==> src/rtl/key_lifecycle_sequencer.sv <==
// Key lifecycle control FSM: drives KDF start, distribution enable and zeroization,
// arbitrates tamper/software/internal zeroize sources and bounds provisioning retries.
module key_lifecycle_sequencer #(
    parameter int unsigned TIMEOUT_CYCLES = 1024,
    parameter int unsigned MAX_RETRIES    = 3,
    parameter int unsigned ZEROIZE_HOLD   = 4
) (
    input  logic       clock,
    input  logic       reset,
    input  logic       provision_req,
    input  logic       sw_zeroize_req,
    input  logic       tamper_alert,
    input  logic       fault_clear,
    output logic       kdf_start,
    input  logic       kdf_keys_valid,
    output logic       enable_distribution,
    input  logic       keys_distributed,
    input  logic       keys_active,
    output logic       zeroize_keys,
    output logic       ready,
    output logic       busy,
    output logic       fault,
    output logic [3:0] retry_count,
    output logic [1:0] zeroize_cause
);

    localparam int unsigned TW = $clog2(TIMEOUT_CYCLES);
    localparam int unsigned HW = $clog2(ZEROIZE_HOLD);
    localparam logic [TW-1:0] TIMER_LAST = TW'(TIMEOUT_CYCLES - 1);
    localparam logic [HW-1:0] HOLD_LAST  = HW'(ZEROIZE_HOLD - 1);
    localparam logic [3:0]    RETRY_MAX  = 4'(MAX_RETRIES);

    localparam logic [1:0] CAUSE_TIMEOUT  = 2'b00;
    localparam logic [1:0] CAUSE_SOFTWARE = 2'b01;
    localparam logic [1:0] CAUSE_TAMPER   = 2'b10;
    localparam logic [1:0] CAUSE_KEY_LOSS = 2'b11;

    typedef enum logic [2:0] {
        S_IDLE,
        S_KDF_REQ,
        S_KDF_WAIT,
        S_DIST,
        S_READY,
        S_ZEROIZE,
        S_FAULT
    } state_e;

    state_e        state_q, state_d;
    logic [TW-1:0] timer_q, timer_d;
    logic [HW-1:0] hold_q, hold_d;
    logic [3:0]    retry_q, retry_d;
    logic [1:0]    cause_q, cause_d;
    logic          pending_q, pending_d;

    always_ff @(posedge clock) begin
        if (reset) begin
            state_q   <= S_IDLE;
            timer_q   <= '0;
            hold_q    <= '0;
            retry_q   <= '0;
            cause_q   <= CAUSE_TIMEOUT;
            pending_q <= 1'b0;
        end else begin
            state_q   <= state_d;
            timer_q   <= timer_d;
            hold_q    <= hold_d;
            retry_q   <= retry_d;
            cause_q   <= cause_d;
            pending_q <= pending_d;
        end
    end

    always_comb begin
        state_d   = state_q;
        timer_d   = timer_q;
        hold_d    = hold_q;
        retry_d   = retry_q;
        cause_d   = cause_q;
        pending_d = pending_q;

        unique case (state_q)
            S_IDLE: begin
                if (provision_req) begin
                    state_d = S_KDF_REQ;
                    retry_d = '0;
                end
            end
            S_KDF_REQ: begin
                state_d = S_KDF_WAIT;
                timer_d = '0;
            end
            S_KDF_WAIT, S_DIST: begin
                if ((state_q == S_KDF_WAIT) && kdf_keys_valid) begin
                    state_d = S_DIST;
                    timer_d = '0;
                end else if ((state_q == S_DIST) && keys_distributed) begin
                    state_d = S_READY;
                end else if (timer_q == TIMER_LAST) begin
                    // Timeout: retry through a zeroize pass while budget remains
                    if (retry_q < RETRY_MAX) begin
                        state_d   = S_ZEROIZE;
                        hold_d    = '0;
                        retry_d   = retry_q + 4'd1;
                        pending_d = 1'b1;
                        cause_d   = CAUSE_TIMEOUT;
                    end else begin
                        state_d = S_FAULT;
                    end
                end else begin
                    timer_d = timer_q + TW'(1);
                end
            end
            S_READY: begin
                if (!keys_active) begin
                    state_d   = S_ZEROIZE;
                    hold_d    = '0;
                    cause_d   = CAUSE_KEY_LOSS;
                    pending_d = 1'b0;
                end
            end
            S_ZEROIZE: begin
                if (hold_q == HOLD_LAST) begin
                    pending_d = 1'b0;
                    if (keys_distributed) begin
                        state_d = S_FAULT;
                    end else if (pending_q) begin
                        state_d = S_KDF_REQ;
                    end else begin
                        state_d = S_IDLE;
                    end
                end else begin
                    hold_d = hold_q + HW'(1);
                end
            end
            S_FAULT: begin
                if (fault_clear) begin
                    state_d = S_IDLE;
                    retry_d = '0;
                end
            end
            default: state_d = S_IDLE;
        endcase

        // External zeroize requests override whatever the state logic chose
        if (tamper_alert && (state_q != S_FAULT)) begin
            state_d   = S_ZEROIZE;
            hold_d    = '0;
            cause_d   = CAUSE_TAMPER;
            pending_d = 1'b0;
        end else if (sw_zeroize_req && (state_q != S_FAULT) && (state_q != S_ZEROIZE)) begin
            state_d   = S_ZEROIZE;
            hold_d    = '0;
            cause_d   = CAUSE_SOFTWARE;
            pending_d = 1'b0;
        end
    end

    assign kdf_start           = (state_q == S_KDF_REQ);
    assign enable_distribution = (state_q == S_DIST);
    assign zeroize_keys        = (state_q == S_ZEROIZE) || (state_q == S_FAULT);
    assign ready               = (state_q == S_READY);
    assign fault               = (state_q == S_FAULT);
    assign busy                = (state_q == S_KDF_REQ) || (state_q == S_KDF_WAIT) ||
                                 (state_q == S_DIST)    || (state_q == S_ZEROIZE);
    assign retry_count         = retry_q;
    assign zeroize_cause       = cause_q;

endmodule

==> config.mk <==
export PLATFORM = sky130hd
export DESIGN_NAME = key_lifecycle_sequencer
export DESIGN_NICKNAME = d
export VERILOG_FILES = /design/src/rtl/key_lifecycle_sequencer.sv
export SDC_FILE = /design/constraint.sdc
export NUM_CORES = 1
export LEC_CHECK = 0
export CAP_MARGIN = 20
export CORE_UTILIZATION = 40
export CTS_CLUSTER_SIZE = 14
export DETAILED_ROUTE_END_ITERATION = 10
export PLACE_DENSITY = 0.58
export SYNTH_ARGS = -nofsm -noshare
export SYNTH_HDL_FRONTEND = slang
export SYNTH_SLANG_ARGS = --single-unit
==> constraint.sdc <==
create_clock -name clock -period 4.6 [get_ports clock]
set_input_delay 0.46 -clock clock [delete_from_list [all_inputs] [get_ports clock]]
set_output_delay 0.46 -clock clock [all_outputs]
set_load 0.01 [all_outputs]
Yosys cells after proc, flatten, opt, wreduce, memory -nomap -nowiden. Cells that the tools add are included.

Add/subtract/negate cells: 3. $lt $le $gt $ge: 1. Equal/unequal tests: 36. Mux-type cells: 42. Reductions and logical operators: 26.

Operator list (count): $mux W10 (3); $mux W3 (10); $ne A4 B4 Y1 const B (7); $mux W4 (6); $ne A3 B3 Y1 const B (8); $reduce_and A7 Y1 (3); $mux W2 (10); $pmux W10 S2 (1); $ne A2 B2 Y1 const B (9); $pmux W3 S6 (1); $pmux W4 S3 (1); $reduce_and A6 Y1 (2); $add A10 B1 Y10 const B (1); $eq A10 B10 Y1 const B (1); $reduce_and A5 Y1 (2); $eq A3 B3 Y1 const B (3); $reduce_bool A3 Y1 (3); $ne A4 B2 Y1 const B (2); $mux W1 (7); $eq A3 B2 Y1 const B (2); $ne A6 B6 Y1 const B (1); $pmux W2 S3 (1); $logic_and A1 B1 Y1 (5); $add A4 B1 Y4 const B (1); 14 further kinds (18).

Register bits after elaboration: 22. Input port bits: 9. Output and inout bits: 12. Word-level logic and storage cells: 116.

Longest topological paths before layout. Gate-level depths: netlist of run 1.

Word-level depth: 8. Mapped depth: 7. Gate-level depth less buffers: 6.

Least setup slack after synthesis of run 1. No wires, ideal clock.

Kind: flip-flop to flip-flop. Start point: register retry_q[0] (netlist: retry_count[0]). End point: register pending_q. Setup time: 123 ps. Data arrival time: 1477 ps. Required time: 4477 ps. Path slack: 3000 ps. Stages on the path, launching flop included: 7. Buffers on the path: 0. Path through: dfxtp_1 -> ha_1 -> nor3_2 -> nand3_1 -> a22o_4 -> o211ai_2 -> o31ai_1.

Word-level cells in the longest chain between the ends: 3.

Ends and longest elaborated chain: from (decl) (RTL line 51) `logic [3:0] retry_q, retry_d;`; from (signal assigned) (RTL line 67) `retry_q <= retry_d;`; $lt A4 B2 Y1 (RTL line 100) `if (retry_q < RETRY_MAX) begin`; $ne A2 B2 Y1 (no line); $reduce_and A7 Y1 (no line); to (signal assigned) (RTL line 69) `pending_q <= pending_d;`; to (decl) (RTL line 53) `logic pending_q, pending_d;`.

No other way between the ends. A chain may end at the register's enable or synchronous reset.

Final worst setup path of run 1.
Start point: register state_q[2]. End point: output ready.

Word-level cells in the longest chain between the ends: 1.

Ends and longest elaborated chain: from (decl) (RTL line 48) `state_e state_q, state_d;`; from (signal assigned) (RTL line 64) `state_q <= state_d;`; $eq A3 B3 Y1 (RTL line 161) `assign ready = (state_q == S_READY);`; to (decl) (RTL line 20) `output logic ready,`.

No other way between the ends.

==> summary.md, run 1 <==
| Metric | Value |
|---|---|
| Setup TNS | 0 ns |
| Post-route antenna net violation count | 0 |
| CP Depth | 3 |
| Final wirelength | 3840 um |
| Worst path bufs/invs | 1 |
| CP Cell Sequence | nand2b_1 -> nor2_1 -> clkdlybuf4s50_1 |
| Synth cell types | 61 |
| Fraction of registers with async set/reset | 0 |
| Arrival time at the worst endpoint | 1.95 ns |
| Initial antenna violation count | 0 |
| CTS Sinks | 22 |
| Relative slew slack | 0.436 |
| Final Cell Area | 1820 sq um |
| Total track usage | 0.205 |
| Hold Path Stages | 2 |
| Die width | 64.6 um |
| CP max stage delay | 0.74 ns |
| Drt via density | 5.96 |
| Gate Count Post-Synth | 180 |
| Top FF cell, synth | dfxtp_1 |
| DR vias | 1,436 |
| Post-CTS Resized | 0 |
| CTS buffer count | 3 |
| Final cycle utilization of the critical path | 0.523 |
| Clock-pin slew on the worst setup and hold paths | 0.08 ns |
| Slowest CP cell | dfxtp_1 |
| Fin util | 0.490 |
| Top-area cell type share of the netlist area | 0.281 |
| Synth warn | 0 |
| Crit path max fanout | 15 |
| Slew Limit Fails | 0 |
| Syn_nets | 192 |
| Post-synthesis sequential area ratio | 0.281 |
| Grt ovf | 0 |
| Placement-stage cell area | 1750 sq um |
| Port bufs | 20 |
| Dpl ws | 2.17 ns |
| Placer Congestion | 0.896 |
| Die H | 64.6 um |
| Nets | 206 |
| CTS tree | yes |
| Status | complete, no violations |
| Area of the mapped netlist | 1570 sq um |
| Layout cells sized above 1 | 0.161 |
| Post-Syn Area per Cell | 8.70 sq um |
| Setup Fix Bufs, Post-CTS | 0 |
| First-pass GRT wire length | 6760 um |
| Top-count cell post-synth | dfxtp_1 |
| Worst-Margin Slew | 0.845 ns |
| H-Tree Depth | 1 |
| Achievable Freq | 416 MHz |
| Worst Skew | 0.00316 ns |
| Crit. End Element | output pin |
| Core area | 3720 sq um |
| Post-synth EDFFs | 0 |
| Worst setup margin | 2.19 ns |
| DRT iter0 DRCs | 98 |
| Wirelength per Cell | 15.9 um |
| Final setup viols | 0 |
| Synth area leader | dfxtp_1 |
| Top Ports | 21 |
| Max clock buf depth | 2 |
| # hold bufs at CTS | 0 |
| Crit Path Class | reg -> out |
| Area growth, synth to finish | 16.2% |
| Vias in the first global route | 1,430 |
| Maximum vdd drop | 0.000122 V |
| Reg2reg path depth | 5 |
| RSZ-0062 raised after global routing | false |
| Final min period | 2.41 ns |
| Final Hold Viols | 0 |
| Max Cap Violations | 0 |
| Tot Pwr | 533 uW |
| Drc violations | 0 |
| Pin count of the biggest net entering global routing | 22 |
| Diode count | 0 |
| Clock Latency Late Sink | 0.26 ns |
| Delay-heaviest family, CP | flip-flops |
| Fillers | 360 |
| WP data required | 4.14 ns |
| Synthesized flop and latch total | 22 |
| Placed wire-length estimate | 2800 um |
| CTS root buf | clkbuf_8 |
| Element type at the critical path start | flip-flop |
| Main area contributors after synthesis | dfxtp_1, nor2_1, a21oi_1 |
| # rows | 22 |
| Pwr Density | 293 nW/um^2 |
| P_leak | 0.606 nW |
| Top post-synthesis cells by count | dfxtp_1, nor2_1, nand2_1 |
| Die area | 4170 sq um |
| Worst hold path class | reg -> reg |
| DRT Pass-1 Iters | 4 |
| Initial Utilization | 0.422 |
metal layers:
layer	wire, um	track usage	vias up
met5	0	0	-
met4	54	0.0861	0
met3	149	0.0246	5
met2	1770	0.326	36
met1	1860	0.277	687
li1	-	-	708
registers in the layout, summed over array words and instances (netlist names):
name	count
state_q	3
zeroize_cause	2
retry_count	4
pending_q	1
hold_q	2
timer_q	10
stage by stage:
step | hold slack (ns) | instances
final | 0.463 | 241
after global routing | 0.500 | 241
after CTS | 0.469 | 241
after detailed placement | 0.456 | 237
after global placement | 0.442 | 237
after floorplan | 0.432 | 180
cell families (layout without fill, tap and decap cells):
| family | after synthesis | in the layout | synth area share |
|---|---|---|---|
| flops | 22 | 22 | 0.281 |
| compound gates | 64 | 64 | 0.339 |
| buf+inv | 19 | 32 | 0.0687 |
| fa+ha+maj | 3 | 3 | 0.0240 |
| mux | 4 | 4 | 0.0335 |
| simple gates | 68 | 68 | 0.253 |
path summary, 6_finish.rpt:
path	start	endpoint	slack, ns
hold reg to reg	hold_q[1]$_SDFFE_PP0P_	hold_q[1]$_SDFFE_PP0P_	0.46
setup / recovery	state_q[2]$_SDFFE_PP0P_	ready	2.19
setup reg to reg	state_q[1]$_SDFFE_PP0P_	timer_q[0]$_SDFFE_PP0P_	2.21
hold / removal	hold_q[1]$_SDFFE_PP0P_	hold_q[1]$_SDFFE_PP0P_	0.46
worst min-delay path: stages (launching register included):
cell and delay [ns]:
dfxtp_1 0.32, nand2_1 0.05, o21ai_1 0.05
report_power, final:
part	internal (mW)	switching [mW]
Clock	0.116	0.0680
Sequential	0.197	0.0175
Combinational	0.0613	0.0738
Total	0.374	0.159
layout make-up:
cell class / count / area, sq um / share of cell area
Sequential cell: 22 / 440 / 0.242
Tap cell: 48 / 60.1 / 0.0330
Inverter: 8 / 30.0 / 0.0165
Clock buffer: 3 / 41.3 / 0.0227
Clock inverter: 1 / 30.0 / 0.0165
Timing Repair Buffer: 20 / 200 / 0.110
Multi-Input combinational cell: 139 / 1020 / 0.559
cells in the final DEF, fill, tap and decap left out, drive strengths merged, types with 4 or more instances in the layout:
cell type / count
a41oi: 4
nor3: 4
o21ai: 12
nor2: 18
nand2b: 4
a21oi: 11
a211oi: 7
mux2i: 4
inv: 8
a31oi: 6
nand2: 13
clkdlybuf4s50: 20
nand3: 8
dfxtp: 22
a311oi: 4
Power figures use the tool's default switching activity.
==> inputs of run 2 (changes only) <==
--- a/config.mk
+++ b/config.mk
@@ -9,7 +9,7 @@
 export CORE_UTILIZATION = 40
 export CTS_CLUSTER_SIZE = 14
 export DETAILED_ROUTE_END_ITERATION = 10
-export PLACE_DENSITY = 0.58
+export PLACE_DENSITY = 0.61
 export SYNTH_ARGS = -nofsm -noshare
 export SYNTH_HDL_FRONTEND = slang
 export SYNTH_SLANG_ARGS = --single-unit
==> constraint.sdc (replaced) <==
create_clock -name clock -period 1.97 [get_ports clock]
set_input_delay 0.197 -clock clock [delete_from_list [all_inputs] [get_ports clock]]
set_output_delay 0.197 -clock clock [all_outputs]
set_load 0.01 [all_outputs]
==> run 2 against run 1 <==
Global-route usage is 1.8 points higher. Hold slack improved by 0.0076 ns. Via count increased by 7.0%. Setup slack lost 2.1 ns. Sequential share of layout area fell by 0.94 points. Critical endpoint is now busy. Routed wire length rose by 9.5%. Final area rose by 5.5%. Die area did not move. Clock skew up 0.0028 ns.
==> summary.md, run 2 (synthesis gave the netlist of run 1 again) <==
| Metric | Value |
|---|---|
| Final setup viols | 0 (unchanged) |
| DR vias | 1,536 (+7.0%) |
| Worst-Margin Slew | 0.492 ns (-0.353 ns) |
| CP Cell Sequence | buf_4 -> nor2_1 -> a21oi_1 -> clkdlybuf4s50_1 |
| Top Ports | 21 (unchanged) |
| # rows | 22 (unchanged) |
| Initial antenna violation count | 0 (unchanged) |
| Achievable Freq | 540 MHz |
| Final cycle utilization of the critical path | 0.940 |
| Reg2reg path depth | 5 (unchanged) |
| CTS buffer count | 3 (unchanged) |
| P_leak | 0.694 nW (+14%) |
| Final Hold Viols | 0 (unchanged) |
| Crit Path Class | reg -> out |
| Commonest non-fill, non-tap cells in the layout | dfxtp_1, nor2_1, clkdlybuf4s50_1 |
| Initial Utilization | 0.422 (unchanged) |
| H-Tree Depth | 1 (unchanged) |
| Worst Skew | 0.00599 ns (+0.00284 ns) |
| Placement-stage cell area | 1860 sq um (+6.4%) |
| Maximum vdd drop | 0.000280 V (+130%) |
| Layout cells sized above 1 | 0.242 (+0.0809) |
| Crit. End Element | output pin |
| Top reg by flops | timer_q |
| Fillers | 383 (+6.4%) |
| Max clock buf depth | 2 (unchanged) |
| First-pass GRT wire length | 7310 um (+8.3%) |
| Max reg flops | 10 (unchanged) |
| CP max stage delay | 0.55 ns (-0.19 ns) |
| CTS root buf | clkbuf_8 |
| Slew Limit Fails | 0 (unchanged) |
| Final Cell Area | 1920 sq um (+5.5%) |
| Clock Latency Late Sink | 0.27 ns (about the same) |
| Arrival time at the worst endpoint | 1.65 ns (-0.30 ns) |
| Worst r2r dst | state_q[2]$_SDFFE_PP0P_ |
| Max Cap Violations | 0 (unchanged) |
| Hold Path Stages | 2 (unchanged) |
| CTS tree | yes |
| Die H | 64.6 um (unchanged) |
| Pin count of the biggest net entering global routing | 19 (-14%) |
| Port bufs | 20 (unchanged) |
| Placed wire-length estimate | 3180 um (+14%) |
| Commonest non-fill, non-tap cell in the layout | dfxtp_1 |
| Nets | 221 (+7.3%) |
| Slowest CP cell | clkdlybuf4s50_1 |
| Element type at the critical path start | flip-flop |
| Relative slew slack | 0.669 (+0.233) |
| CTS Sinks | 22 (unchanged) |
| Drt via density | 6.02 (+1.1%) |
| Placer Congestion | 0.971 (+8.4%) |
| Grt ovf | 0 (unchanged) |
| Diode count | 0 (unchanged) |
| Clock-pin slew on the worst setup and hold paths | 0.08 ns (about the same) |
| Die area | 4170 sq um (unchanged) |
| Die width | 64.6 um (unchanged) |
| Final wirelength | 4200 um (+9.5%) |
| Setup TNS | 0 ns (unchanged) |
| Post-route antenna net violation count | 0 (unchanged) |
| Pwr Density | 600 nW/um^2 (+100%) |
| WP data required | 1.77 ns (-2.37 ns) |
| Worst hold path class | reg -> reg |
| Area growth, synth to finish | 22.6% |
| DRT Pass-1 Iters | 4 (unchanged) |
| Reg2Reg Setup Slack | 0.23 ns (-1.98 ns) |
| Hold Path End | hold_q[1]$_SDFFE_PP0P_ |
| Core area | 3720 sq um (unchanged) |
| Wirelength per Cell | 16.5 um (+3.5%) |
| Status | complete, no violations |
| Total track usage | 0.223 (+0.0185) |
| Hold Path Origin | hold_q[1]$_SDFFE_PP0P_ |
| RSZ-0062 raised after global routing | false |
| Vias in the first global route | 1,536 (+7.4%) |
| Final min period | 1.85 ns |
| Crit path max fanout | 7 (-8) |
| Drc violations | 0 (unchanged) |
| Worst r2r src | timer_q[1]$_SDFFE_PP0P_ |
| DRT iter0 DRCs | 76 (-22%) |
-- run 2: cell count changes in the layout (fill, tap and decap cells not counted), moves of 2 or more --
cell / delta
dfxtp_1: -3
dlymetal6s2s_1: +2
clkdlybuf4s50_1: -2
buf_4: +15
dfxtp_2: +2
-- run 2: worst max path at each step --
| stage | start | to | slack (ns) | depth (start not counted) |
|---|---|---|---|---|
| 4_1_cts | state_q[0]$_SDFFE_PP0P_ | enable_distribution | 0.003 | 4 |
| 3_5_place_dp | state_q[2]$_SDFFE_PP0P_ | pending_q$_SDFFE_PP0P_ | 0.12 | 6 |
| 2_1_floorplan | retry_count[0]$_SDFFE_PP0P_ | pending_q$_SDFFE_PP0P_ | 0.37 | 6 |
| 6_report | state_q[0]$_SDFFE_PP0P_ | busy | 0.12 | 4 |
| 3_3_place_gp | state_q[1]$_SDFFE_PP0P_ | state_q[0]$_SDFFE_PP0P_ | 0.15 | 5 |
| 5_1_grt | state_q[0]$_SDFFE_PP0P_ | busy | 0.05 | 4 |
-- run 2: repair_timing --
action,4_1_cts,5_1_grt
pin swaps,0,0
gates resized for setup,4,4
setup endpoints to repair,4,4
hold buffers,0,0
setup buffers,0,0
-- run 2: area by class of cell --
class	count	area [sq um]	area share
Clock buffer	3	41.3	0.0215
Inverter	8	33.8	0.0176
Multi-Input combinational cell	139	1020	0.532
Sequential cell	22	447	0.233
Tap cell	48	60.1	0.0313
Timing Repair Buffer	35	318	0.165
-- run 2: worst max-delay path, delay by kind of cell, from the launching register on --
| family | cells | cell delay, ns |
|---|---|---|
| buffers and inverters | 2 | 0.72 |
| DFF | 1 | 0.41 |
| and+or+nand+nor | 1 | 0.09 |
| AOI/OAI and AO/OA | 1 | 0.15 |
-- run 2: power breakdown --
part / internal, mW / leakage [nW] / switching (mW)
Clock: 0.137 / 0.0216 / 0.152
Sequential: 0.461 / 0.179 / 0.0323
Combinational: 0.177 / 0.493 / 0.194
Total: 0.775 / 0.694 / 0.378
-- run 2: metal layers --
| layer | wire [um] | part of all wire | GRT usage | vias up |
|---|---|---|---|---|
| li1 | - | - | - | 738 |
| met1 | 1960 | 0.47 | 0.294 | 747 |
| met2 | 2000 | 0.48 | 0.362 | 45 |
| met3 | 193 | 0.046 | 0.0423 | 6 |
| met4 | 55 | 0.013 | 0.0778 | 0 |
| met5 | 0 | 0 | 0 | - |
-- run 2: stage by stage --
| stage | instances | hold WS [ns] | power, mW | setup WS (ns) | util |
|---|---|---|---|---|---|
| detailed placement | 252 | 0.464 | 0.865 | 0.122 | 0.501 |
| CTS | 255 | 0.477 | 1.16 | 0.00307 | 0.514 |
| finish | 255 | 0.471 | 1.15 | 0.118 | 0.517 |
| global placement | 252 | 0.443 | 0.863 | 0.147 | 0.501 |
| global route | 255 | 0.491 | 1.21 | 0.0528 | 0.517 |
| floorplan | 180 | 0.373 | 0.732 | 0.370 | - |
==> inputs of run 3 (changes only) <==
--- a/config.mk
+++ b/config.mk
@@ -9,7 +9,7 @@
 export CORE_UTILIZATION = 40
 export CTS_CLUSTER_SIZE = 14
 export DETAILED_ROUTE_END_ITERATION = 10
-export PLACE_DENSITY = 0.61
+export PLACE_DENSITY = 0.58
 export SYNTH_ARGS = -nofsm -noshare
 export SYNTH_HDL_FRONTEND = slang
 export SYNTH_SLANG_ARGS = --single-unit
==> constraint.sdc (replaced) <==
create_clock -name clock -period 1.9 [get_ports clock]
set_input_delay 0.19 -clock clock [delete_from_list [all_inputs] [get_ports clock]]
set_output_delay 0.19 -clock clock [all_outputs]
set_load 0.01 [all_outputs]
==> run 3 against run 2 <==
Clock skew down 0.0030 ns. Cell count up 1.6%. Largest power group unchanged. Count of clock-buffer cells in the layout unchanged.
==> summary.md, run 3 (synthesis gave the netlist of run 1 again) <==
| Metric | Value |
|---|---|
| Status | complete, no violations |
| Maximum vdd drop | 0.000333 V (+19%) |
| Core area | 3720 sq um (unchanged) |
| Drc violations | 0 (unchanged) |
| Die area | 4170 sq um (unchanged) |
| RSZ-0062 raised after global routing | false |
| Layout cells sized above 1 | 0.261 (+0.0191) |
| Final wirelength | 3950 um (-6.2%) |
| Reg2reg path depth | 5 (unchanged) |
| Hold Path Stages | 2 (unchanged) |
| # rows | 22 (unchanged) |
| Fin util | 0.525 (+0.00808) |
| Placed wire-length estimate | 3010 um (-5.4%) |
| Diode count | 0 (unchanged) |
| Worst-Margin Slew | 0.515 ns (+0.0224 ns) |
| Crit path max fanout | 8 (+1) |
| First-pass GRT wire length | 6560 um (-10%) |
| Setup TNS | 0 ns (unchanged) |
| Initial antenna violation count | 0 (unchanged) |
| Hold Path Origin | hold_q[1]$_SDFFE_PP0P_ |
| Hold Path End | hold_q[1]$_SDFFE_PP0P_ |
| CTS tree | yes |
| Die width | 64.6 um (unchanged) |
| Max Cap Violations | 0 (unchanged) |
| Wirelength per Cell | 15.2 um (-7.6%) |
| Worst hold path class | reg -> reg |
| Max clock buf depth | 2 (unchanged) |
| CTS root buf | clkbuf_8 |
| Die H | 64.6 um (unchanged) |
| Top reg by flops | timer_q |
| Crit Path Class | reg -> out |
| Port bufs | 20 (unchanged) |
| DR vias | 1,514 (-1.4%) |
| Commonest non-fill, non-tap cells in the layout | dfxtp_1, clkdlybuf4s50_1, buf_4 |
| Relative slew slack | 0.654 (-0.0151) |
| Worst r2r src | timer_q[0]$_SDFFE_PP0P_ |
| CTS buffer count | 3 (unchanged) |
| Final min period | 1.83 ns |
| Placer Congestion | 0.904 (-6.9%) |
| Final Hold Viols | 0 (unchanged) |
| Clock-pin slew on the worst setup and hold paths | 0.08 ns (about the same) |
| Achievable Freq | 545 MHz |
| Arrival time at the worst endpoint | 1.64 ns (about the same) |
| Drt via density | 5.85 (-3.0%) |
| Pin count of the biggest net entering global routing | 20 (+1) |
| Slew Limit Fails | 0 (unchanged) |
| # hold bufs at CTS | 0 (unchanged) |
| Vias in the first global route | 1,352 (-12%) |
| Post-route antenna net violation count | 0 (unchanged) |
| Worst Skew | 0.00295 ns (-0.00304 ns) |
| Top Ports | 21 (unchanged) |
| Crit. End Element | output pin |
| Element type at the critical path start | flip-flop |
| Final setup viols | 0 (unchanged) |
| P_leak | 0.695 nW (+0.20%) |
| Pwr Density | 608 nW/um^2 (+1.3%) |
| Area growth, synth to finish | 24.5% |
| Final hold slack | 0.465 ns (-0.00617 ns) |
| Total track usage | 0.200 (-0.0229) |
| Reg2Reg Setup Slack | 0.18 ns (-0.05 ns) |
| Grt ovf | 0 (unchanged) |
| Max reg flops | 10 (unchanged) |
| Nets | 225 (+1.8%) |
| Initial Utilization | 0.422 (unchanged) |
| DRT Pass-1 Iters | 4 (unchanged) |
| DRT iter0 DRCs | 90 (+18%) |
| Worst r2r dst | state_q[2]$_SDFFE_PP0P_ |
| WP data required | 1.71 ns (-0.06 ns) |
| Fillers | 350 (-8.6%) |
| H-Tree Depth | 1 (unchanged) |
| CTS Sinks | 22 (unchanged) |
| Final cycle utilization of the critical path | 0.965 |
| Clock Latency Late Sink | 0.26 ns (about the same) |
==> run 3: layout make-up <==
type	instances	area (sq um)	share of cell area
multi-input combinational	139	1020	0.525
sequential	22	449	0.230
timing repair buffer	39	345	0.177
tap	48	60.1	0.0308
clock buffer	3	41.3	0.0212
inverter	8	30.0	0.0154
==> run 3: stage by stage <==
stage	total power [mW]	worst slack (ns)	instance area [sq um]	instances
5_1_grt	1.25	0.00385	1950	259
4_1_cts	1.19	0.00910	1940	259
3_5_place_dp	0.904	0.0345	1890	256
6_report	1.19	0.0656	1950	259
3_3_place_gp	0.904	-0.00493	1890	256
2_1_floorplan	0.759	0.300	1570	180
==> run 3: worst max path at each step <==
stage	start	to	slack (ns)
3_5_place_dp	provision_req	retry_count[0]$_SDFFE_PP0P_	0.03
4_1_cts	state_q[0]$_SDFFE_PP0P_	zeroize_keys	0.009
6_report	state_q[0]$_SDFFE_PP0P_	zeroize_keys	0.07
3_3_place_gp	provision_req	retry_count[0]$_SDFFE_PP0P_	-0.005
5_1_grt	state_q[0]$_SDFFE_PP0P_	zeroize_keys	0.004
2_1_floorplan	retry_count[0]$_SDFFE_PP0P_	pending_q$_SDFFE_PP0P_	0.30
==> run 3: timing repair <==
action / 4_1_cts / 5_1_grt
endpoints found under the setup margin: 5 / 9
buffers inserted: 0 / 0
gates cloned: 0 / 0
gates resized for setup: 3 / 6
==> run 3: worst max-delay path: stages (launching register included) <==
cell and delay (ns):
dfxtp_4 0.42, buf_4 0.16, nand2b_1 0.10, a21oi_1 0.17, clkdlybuf4s50_1 0.55
==> run 3: power breakdown <==
group | internal (mW) | switching [mW]
clock | 0.141 | 0.145
combinational | 0.192 | 0.200
sequential | 0.477 | 0.0305
total | 0.810 | 0.376
==> run 3: routing by layer <==
layer | GRT usage | share of wire
met5 | 0 | 0
met4 | 0.0444 | 0.0079
met3 | 0.0335 | 0.054
met2 | 0.305 | 0.45
met1 | 0.292 | 0.48
